===== config.mk =====
export PLATFORM = sky130hd
export DESIGN_NAME = uart_rx
export DESIGN_NICKNAME = d
export VERILOG_FILES = /design/src/rtl/uart_pkg.sv /design/src/rtl/uart_rx_sync.sv /design/src/rtl/uart_rx.sv
export SDC_FILE = /design/constraint.sdc
export NUM_CORES = 1
export LEC_CHECK = 0
export CAP_MARGIN = 20
export CORE_UTILIZATION = 30
export DETAILED_ROUTE_END_ITERATION = 10
export PLACE_DENSITY_LB_ADDON = 0.15
export SLEW_MARGIN = 5
export SYNTH_ARGS = -nofsm -noshare
export SYNTH_HDL_FRONTEND = slang
export SYNTH_SLANG_ARGS = --single-unit
export TNS_END_PERCENT = 5

===== constraint.sdc =====
create_clock -name clk -period 2 [get_ports clk]
set_clock_uncertainty 0.05 [all_clocks]
set_input_delay 0.4 -clock clk [delete_from_list [all_inputs] [get_ports clk]]
set_output_delay 0.4 -clock clk [all_outputs]
set_load 0.02 [all_outputs]

===== src/rtl/uart_pkg.sv =====
// Shared UART package: state encoding, oversampling default, data width and
// a small 2-of-3 majority helper used by the receiver's filtered build.
package uart_pkg;

   localparam int OVERSAMPLE_DEFAULT = 16;
   localparam int DATA_W             = 8;

   typedef enum logic [1:0] {
      IDLE  = 2'b00,
      START = 2'b01,
      DATA  = 2'b10,
      STOP  = 2'b11
   } uart_state_t;

   function automatic logic majority3(input logic a, input logic b, input logic c);
      return (a & b) | (a & c) | (b & c);
   endfunction

endpackage


===== src/rtl/uart_rx_sync.sv =====
// Two-flop synchronizer for an asynchronous single-bit input. Both flops
// reset high so an idle-high line never shows a false low after reset.
module uart_rx_sync (
   input  logic clk,
   input  logic reset,
   input  logic async_in,
   output logic sync_out
);

   logic meta;

   // Capture the asynchronous input and re-register it to settle metastability
   always_ff @(posedge clk) begin
      if (reset) begin
         meta     <= 1'b1;
         sync_out <= 1'b1;
      end else begin
         meta     <= async_in;
         sync_out <= meta;
      end
   end

endmodule


===== src/rtl/uart_rx.sv =====
// 8N1 UART receiver. Oversamples the synchronized line with os_tick, checks
// the start bit at mid-bit, shifts in eight data bits LSB-first and decides
// the stop bit at its middle, producing a one-cycle valid or framing-error
// pulse. Optional build macro: UART_RX_MAJORITY_EN replaces each single-sample
// decision with a 2-of-3 vote over the last three ticks.
module uart_rx
   import uart_pkg::*;
#(
   parameter int OVERSAMPLE = OVERSAMPLE_DEFAULT
) (
   input  logic              clk,
   input  logic              reset,
   input  logic              os_tick,
   input  logic              rx,
   output logic [DATA_W-1:0] rx_data,
   output logic              rx_valid,
   output logic              rx_frame_err,
   output logic              rx_busy
);

   localparam int CW = $clog2(OVERSAMPLE);
   localparam logic [CW-1:0] CNT_HALF = CW'(OVERSAMPLE / 2 - 1);
   localparam logic [CW-1:0] CNT_LAST = CW'(OVERSAMPLE - 1);

   uart_state_t       state;
   uart_state_t       next_state;
   logic [CW-1:0]     cnt;
   logic [2:0]        idx;
   logic [DATA_W-1:0] sh;
   logic              armed;
   logic              rx_s;
   logic              sample;

   uart_rx_sync u_sync (
      .clk      (clk),
      .reset    (reset),
      .async_in (rx),
      .sync_out (rx_s)
   );

`ifdef UART_RX_MAJORITY_EN
   logic [1:0] hist;

   // Keep the two previous tick samples so a decision can vote over three
   always_ff @(posedge clk) begin
      if (reset) begin
         hist <= 2'b11;
      end else if (os_tick) begin
         hist <= {hist[0], rx_s};
      end
   end

   assign sample = majority3(hist[1], hist[0], rx_s);
`else
   assign sample = rx_s;
`endif

   assign rx_busy = (state != IDLE);

   // Next-state decision, evaluated only on oversampling ticks
   always_comb begin
      next_state = state;
      if (os_tick) begin
         case (state)
            IDLE:  if (!rx_s && armed) next_state = START;
            START: if (cnt == CNT_HALF) next_state = sample ? IDLE : DATA;
            DATA:  if (cnt == CNT_LAST && idx == 3'd7) next_state = STOP;
            STOP:  if (cnt == CNT_LAST) next_state = IDLE;
            default: next_state = IDLE;
         endcase
      end
   end

   // State register; reset abandons any partial frame
   always_ff @(posedge clk) begin
      if (reset) begin
         state <= IDLE;
      end else begin
         state <= next_state;
      end
   end

   // Bit timing, data assembly, re-arm tracking and the registered result pulses
   always_ff @(posedge clk) begin
      if (reset) begin
         cnt          <= '0;
         idx          <= '0;
         sh           <= '0;
         armed        <= 1'b0;
         rx_data      <= '0;
         rx_valid     <= 1'b0;
         rx_frame_err <= 1'b0;
      end else begin
         rx_valid     <= 1'b0;
         rx_frame_err <= 1'b0;
         if (os_tick) begin
            case (state)
               IDLE: begin
                  cnt <= '0;
                  if (rx_s) armed <= 1'b1;
               end
               START: begin
                  if (cnt == CNT_HALF) begin
                     cnt <= '0;
                     idx <= '0;
                  end else begin
                     cnt <= cnt + CW'(1);
                  end
               end
               DATA: begin
                  if (cnt == CNT_LAST) begin
                     cnt <= '0;
                     sh  <= {sample, sh[DATA_W-1:1]};
                     if (idx != 3'd7) idx <= idx + 3'd1;
                  end else begin
                     cnt <= cnt + CW'(1);
                  end
               end
               STOP: begin
                  if (cnt == CNT_LAST) begin
                     cnt <= '0;
                     if (sample) begin
                        rx_data  <= sh;
                        rx_valid <= 1'b1;
                     end else begin
                        rx_frame_err <= 1'b1;
                        armed        <= 1'b0;
                     end
                  end else begin
                     cnt <= cnt + CW'(1);
                  end
               end
               default: cnt <= '0;
            endcase
         end
      end
   end

endmodule


# After elaboration in Yosys (flattened, before gate mapping)
# Cells that the tools add are included.
[op_classes]
bitwise_logic = 3
eq_ne = 15
reduce_logical = 14
muxes = 19
addsub = 2
[op_table]
columns = ["operator", "n"]
rows = [
  ["$reduce_and 5->1", 3],
  ["$ne 2x2->1 const B", 7],
  ["$pmux 4 s3", 1],
  ["$mux 2", 5],
  ["$mux 3", 3],
  ["$mux 4", 2],
  ["$pmux 2 s4", 1],
  ["$pmux 3 s2", 1],
  ["$reduce_bool 2->1", 3],
  ["$mux 1", 5],
  ["$add 4x1->4 const B", 1],
  ["$eq 2x2->1 const B", 2],
  ["$eq 4x3->1 const B", 1],
  ["$eq 4x4->1 const B", 1],
  ["$reduce_and 4->1", 1],
  ["$reduce_or 4->1", 1],
  ["$add 3x1->3 const B", 1],
  ["$eq 3x3->1 const B", 1],
  ["$ne 3x3->1 const B", 1],
  ["$not 1->1", 3],
  ["$reduce_and 3->1", 1],
  ["$eq 2x1->1 const B", 1],
  ["$logic_and 1x1->1", 2],
  ["$logic_not 2->1", 1],
  ["4 further kinds", 4],
]
[totals]
word_cells = 63
output_inout_bits = 11
register_bits = 30
inputBits = 4

# Logic depth before layout (Yosys ltp)
# Gate-level depths: netlist of run 1.
[depth]
depth_word = 4
mapped_depth = 6
mapped_depth_nobuf = 6

# Hierarchy
# Synthesis of run 1 repeated with hierarchy kept, for this count alone.
[unflattened]
hier_cells = 135
area_unflattened_um2 = 1316.3
[by_module_without_submodules]
columns = ["module", "seq_area_each_um2", "n_inst", "cells_each", "area_each_um2"]
rows = [
  ["uart_rx", 560.5, 1, 131, 1263.7],
  ["uart_rx_sync", 40.0, 1, 4, 52.6],
]

# Worst setup path after synthesis of run 1
# Ideal clock, no wire load.
[synth_path]
path_type = "flip-flop to flip-flop"
from = "register idx[0]"
to = "register idx[2]"
stages_incl_launch_ff = 7
slack_ns = 0.498
required_time_ns = 1.834
period_less_slack_ns = 1.502
setup_time_ns = 0.116
n_path_buf = 0
t_arrival_ns = 1.336
path_cell_list = "dfxtp_1 -> ha_1 -> ha_1 -> nor4bb_1 -> o21a_2 -> nor3b_1 -> a41o_1"
[synth_via]
elab_chain_cells = 4
word_cells_on_any_way = 7
cone_classes = "1 x add/sub; 2 x eq/ne; 3 x mux; 1 x reduce/logical"
[synth_rtl]
columns = ["item", "line_no", "text"]
rows = [
  ["start: declaration", "uart_rx.sv:28", "logic [2:0] idx;"],
  ["start signal: assignment", "uart_rx.sv:114", "if (idx != 3'd7) idx <= idx + 3'd1;"],
  ["$add 3x1->3", "uart_rx.sv:114", ""],
  ["$mux 3", "uart_rx.sv:114", ""],
  ["$mux 3", "uart_rx.sv:111", "if (cnt == CNT_LAST) begin"],
  ["$pmux 3 s2", "uart_rx.sv:97", "case (state)"],
]
# Parallel ways exist; a longest one is shown, timed or not. The select of a mux whose other input is x is not followed.
# A chain may end at the register's enable or synchronous reset.

# Final worst setup path of run 1
[layout_path]
from = "register state[0]"
to = "output port rx_busy"
[layout_via]
elab_chain_cells = 1
[layout_rtl]
columns = ["item", "line_no", "text"]
rows = [
  ["start: declaration", "uart_rx.sv:25", "uart_state_t state;"],
  ["start signal: assignment", "uart_rx.sv:79", "state <= next_state;"],
  ["$reduce_bool 2->1", "uart_rx.sv:58", "assign rx_busy = (state != IDLE);"],
  ["end: declaration", "uart_rx.sv:18", "output logic rx_busy"],
]
# Every way passes these cells.

==> metrics.md, run 1 <==
| Metric | Value |
|---|---|
| Vias in the first global route | `just under 900` |
| Layout area overhead | `24.3%` |
| GP Congestion | `approximately 0.77` |
| Max frequency | `~550 MHz` |
| Post-cts sizing count | `0` |
| Tmin final | `1.81 ns` |
| Peak VDD IR | `299 uV` |
| Finish-stage setup viols | `0` |
| Post-CTS setup buffer count | `0` |
| Num CTS Buffers | `5` |
| Post-route cell area | `1610 um2` |
| Yosys top cell area share | `around 46%` |
| Most frequent cell after synthesis | `dfxtp_1` |
| Global-route wire length before repair | `4060 um` |
| Ports | `15` |
| Post-synth top cells | `dfxtp_1, nor2_1, mux2i_1` |
| CP Capture Type | `output pin` |
| Syn. warnings | `0` |
| Area leader, netlist | `dfxtp_1` |
| Die height | `a little under 70 um` |
| DRT Pass-1 Iters | `4` |
| CP Data Arrival Time | `around 1.4 ns` |
| Post-synth EDFFs | `0` |
| Clock Tree Root | `clkbuf_8` |
| Placement Cell Area | `1500 um2` |
| Initial drt markers | `29` |
| Clk sinks | `30` |
| Fin. Hold Viols | `0` |
| Leakage | `0.000671 uW` |
| Die width | `approximately 68 um` |
| CTS HTree Levels | `2` |
| Number of max-cap violations | `0` |
| Setup CP Type | `flip-flop to output pin` |
| Post-synthesis register bit count | `30` |
| # fillers | `412` |
| Clk pin slew, worst setup/hold paths | `about 0.060 ns` |
| Core ar. | `between 4000 and 5000 um2` |
| Number of port buffers | `14` |
| Yosys cell types | `35` |
| HP Class | `flip-flop to flip-flop` |
| Final ANT Viol Nets | `0` |
| Hold_buf cts | `0` |
| Vias | `940` |
| Syn Inst Count | `about 130` |
| CP Launch Type | `flip-flop` |
| Total congestion overflow | `0` |
| Largest cells by area after synthesis | `dfxtp_1, mux2i_1, nor2_1` |
| Max-slew violation count | `0` |
| Crit path setup slack, layout | `0.187 ns` |
| Status | `complete, no violations` |
| Top FF cell, synth | `dfxtp_1` |
| Detailed placement HPWL | `around 1700 um` |
| Seq/Total Area, Yosys | `a little under half` |
| RSZ-0062 raised after global routing | `false` |
| Worst path required time | `1.55 ns` |
| Relative slew slack | `slightly below 70%` |
| Nets | `157` |
| Synthesized area | `between 1000 and 1500 um2` |
| Row count | `23` |
| Initial core utilization | `a little under a third` |
| Antenna diode instance count | `0` |
| Share of cells above drive strength 1 | `between 10% and 20%` |
| Die Area | `~4600 um2` |
| Residual DRC | `0` |
| Setup_tns | `0 ns` |
| Period utilization | `between 90% and 100%` |
| Post-Syn Area per Cell | `roughly 10 um2` |
| CTS tree | `yes` |
| Largest net degree at the start of global routing | `14` |
| Vias per std cell | `4.70` |
| Worst-path fanout max | `2` |
| Drt wl/cell | `between 10 and 15 um` |
| Post-place setup slack | `0.132 ns` |
| Async SR Flop Fraction | `0%` |
| Net count after synthesis | `135` |
| Initial antenna violation count | `0` |
| Power Dens Cells | `780 nW/um2` |
| Insertion delay to the later sink of the worst-skew pair | `around 0.28 ns` |
| Worst Max-Slew Pin Slew | `~0.48 ns` |
| Drt total wl | `2430 um` |
| Maximum clock path buffer count | `2` |
| Total GRT Usage | `between 10 and 15%` |
[cell families (layout without fill, tap and decap cells)]
family / count (synthesis) / after routing / share of synthesized area (%)
and+or+nand+nor: 52 / 52 / 22.4
xor gates and xnor gates: 1 / 1 / 0.677
muxes: 17 / 17 / 13.2
adders and majority gates: 3 / 3 / 2.90
DFF: 30 / 30 / 46.4
buffers and inverters: 10 / 32 / 6.58
AOI/OAI and AO/OA: 15 / 15 / 7.74
[worst max-delay path, cell delays in order, from the launching register on]
cell and delay [ns]:
dfxtp_1 0.31, nor2_1 0.17, inv_1 0.08, clkdlybuf4s50_1 0.54
[cells in the final DEF (no fill, tap or decap), drive strengths merged]
cell	n
nor2	21
mux2i	16
ha	3
nor3b	5
nor3	4
nor4	1
a31oi	1
and2	1
nand4b	1
or2	2
o21a	1
inv	3
xnor2	1
nand2	5
nand4	1
nand3	3
clkdlybuf4s50	14
and3	4
nand3b	1
a31o	1
nor2b	2
a211oi	1
clkbuf	6
dfxtp	30
mux2	1
a41o	2
o21ai	3
nor4bb	1
a21oi	6
bufinv	1
buf	8
[power breakdown]
group          internal (uW)  total (uW)  switching (uW)
Sequential               601         604            3.01
Combinational           16.4        36.4            19.9
Clock                    398         613             216
Total                   1020        1250             239
[metal layers]
layer / routed length, um / global-route usage (%) / vias to the layer above
met3: 74 / 3.55 / 7
met2: 1140 / 19.4 / 11
li1: - / - / 488
met4: 63 / 8.78 / 0
met1: 1150 / 14.5 / 434
met5: 0 / 0 / -
[registers in the layout, summed over array words and instances, names as in the netlist, named ones only]
| register | count |
|---|---|
| rx_data | 8 |
| sh | 8 |
| cnt | 4 |
| idx | 3 |
| armed | 1 |
| rx_frame_err | 1 |
| rx_valid | 1 |
| state | 1 |
| u_sync.meta | 1 |
| u_sync.sync_out | 1 |
[per-stage QoR]
stage / utilization (%) / instances / hold WS (ns) / power (uW)
finish: 39.6 / 200 / 0.358 / 1250
global route: 39.6 / 200 / 0.367 / 1300
CTS: 39.6 / 200 / 0.361 / 1270
detailed placement: 36.8 / 193 / 0.347 / 654
global placement: 36.8 / 193 / 0.342 / 653
floorplan: - / 128 / 0.339 / 642
[final cells by class]
| class | count | area (um2) | area share [%] |
|---|---|---|---|
| multi-input combinational | 88 | 608 | 37.8 |
| sequential | 30 | 601 | 37.4 |
| timing repair buffer | 22 | 213 | 13.2 |
| clock buffer | 6 | 82.6 | 5.14 |
| tap | 50 | 62.6 | 3.89 |
| clock inverter | 1 | 30.0 | 1.87 |
| inverter | 3 | 11.3 | 0.700 |
[worst paths after layout]
kind,slack [ns],start,end,depth (start not counted)
min,0.36,u_sync.meta,u_sync.sync_out,1
max,0.19,state[0],rx_busy,3
min reg2reg,0.36,u_sync.meta,u_sync.sync_out,1
max reg2reg,0.32,idx[0],idx[1],6
No activity file was read; power rests on OpenSTA's default activity.
==> run 2: changes to the inputs <==
--- a/config.mk
+++ b/config.mk
@@ -9,7 +9,6 @@
 export CORE_UTILIZATION = 30
 export DETAILED_ROUTE_END_ITERATION = 10
 export PLACE_DENSITY_LB_ADDON = 0.15
-export SLEW_MARGIN = 5
 export SYNTH_ARGS = -nofsm -noshare
 export SYNTH_HDL_FRONTEND = slang
 export SYNTH_SLANG_ARGS = --single-unit
==> results of run 2 <==
Final layout, timing and power as in run 1 (identical DEF).
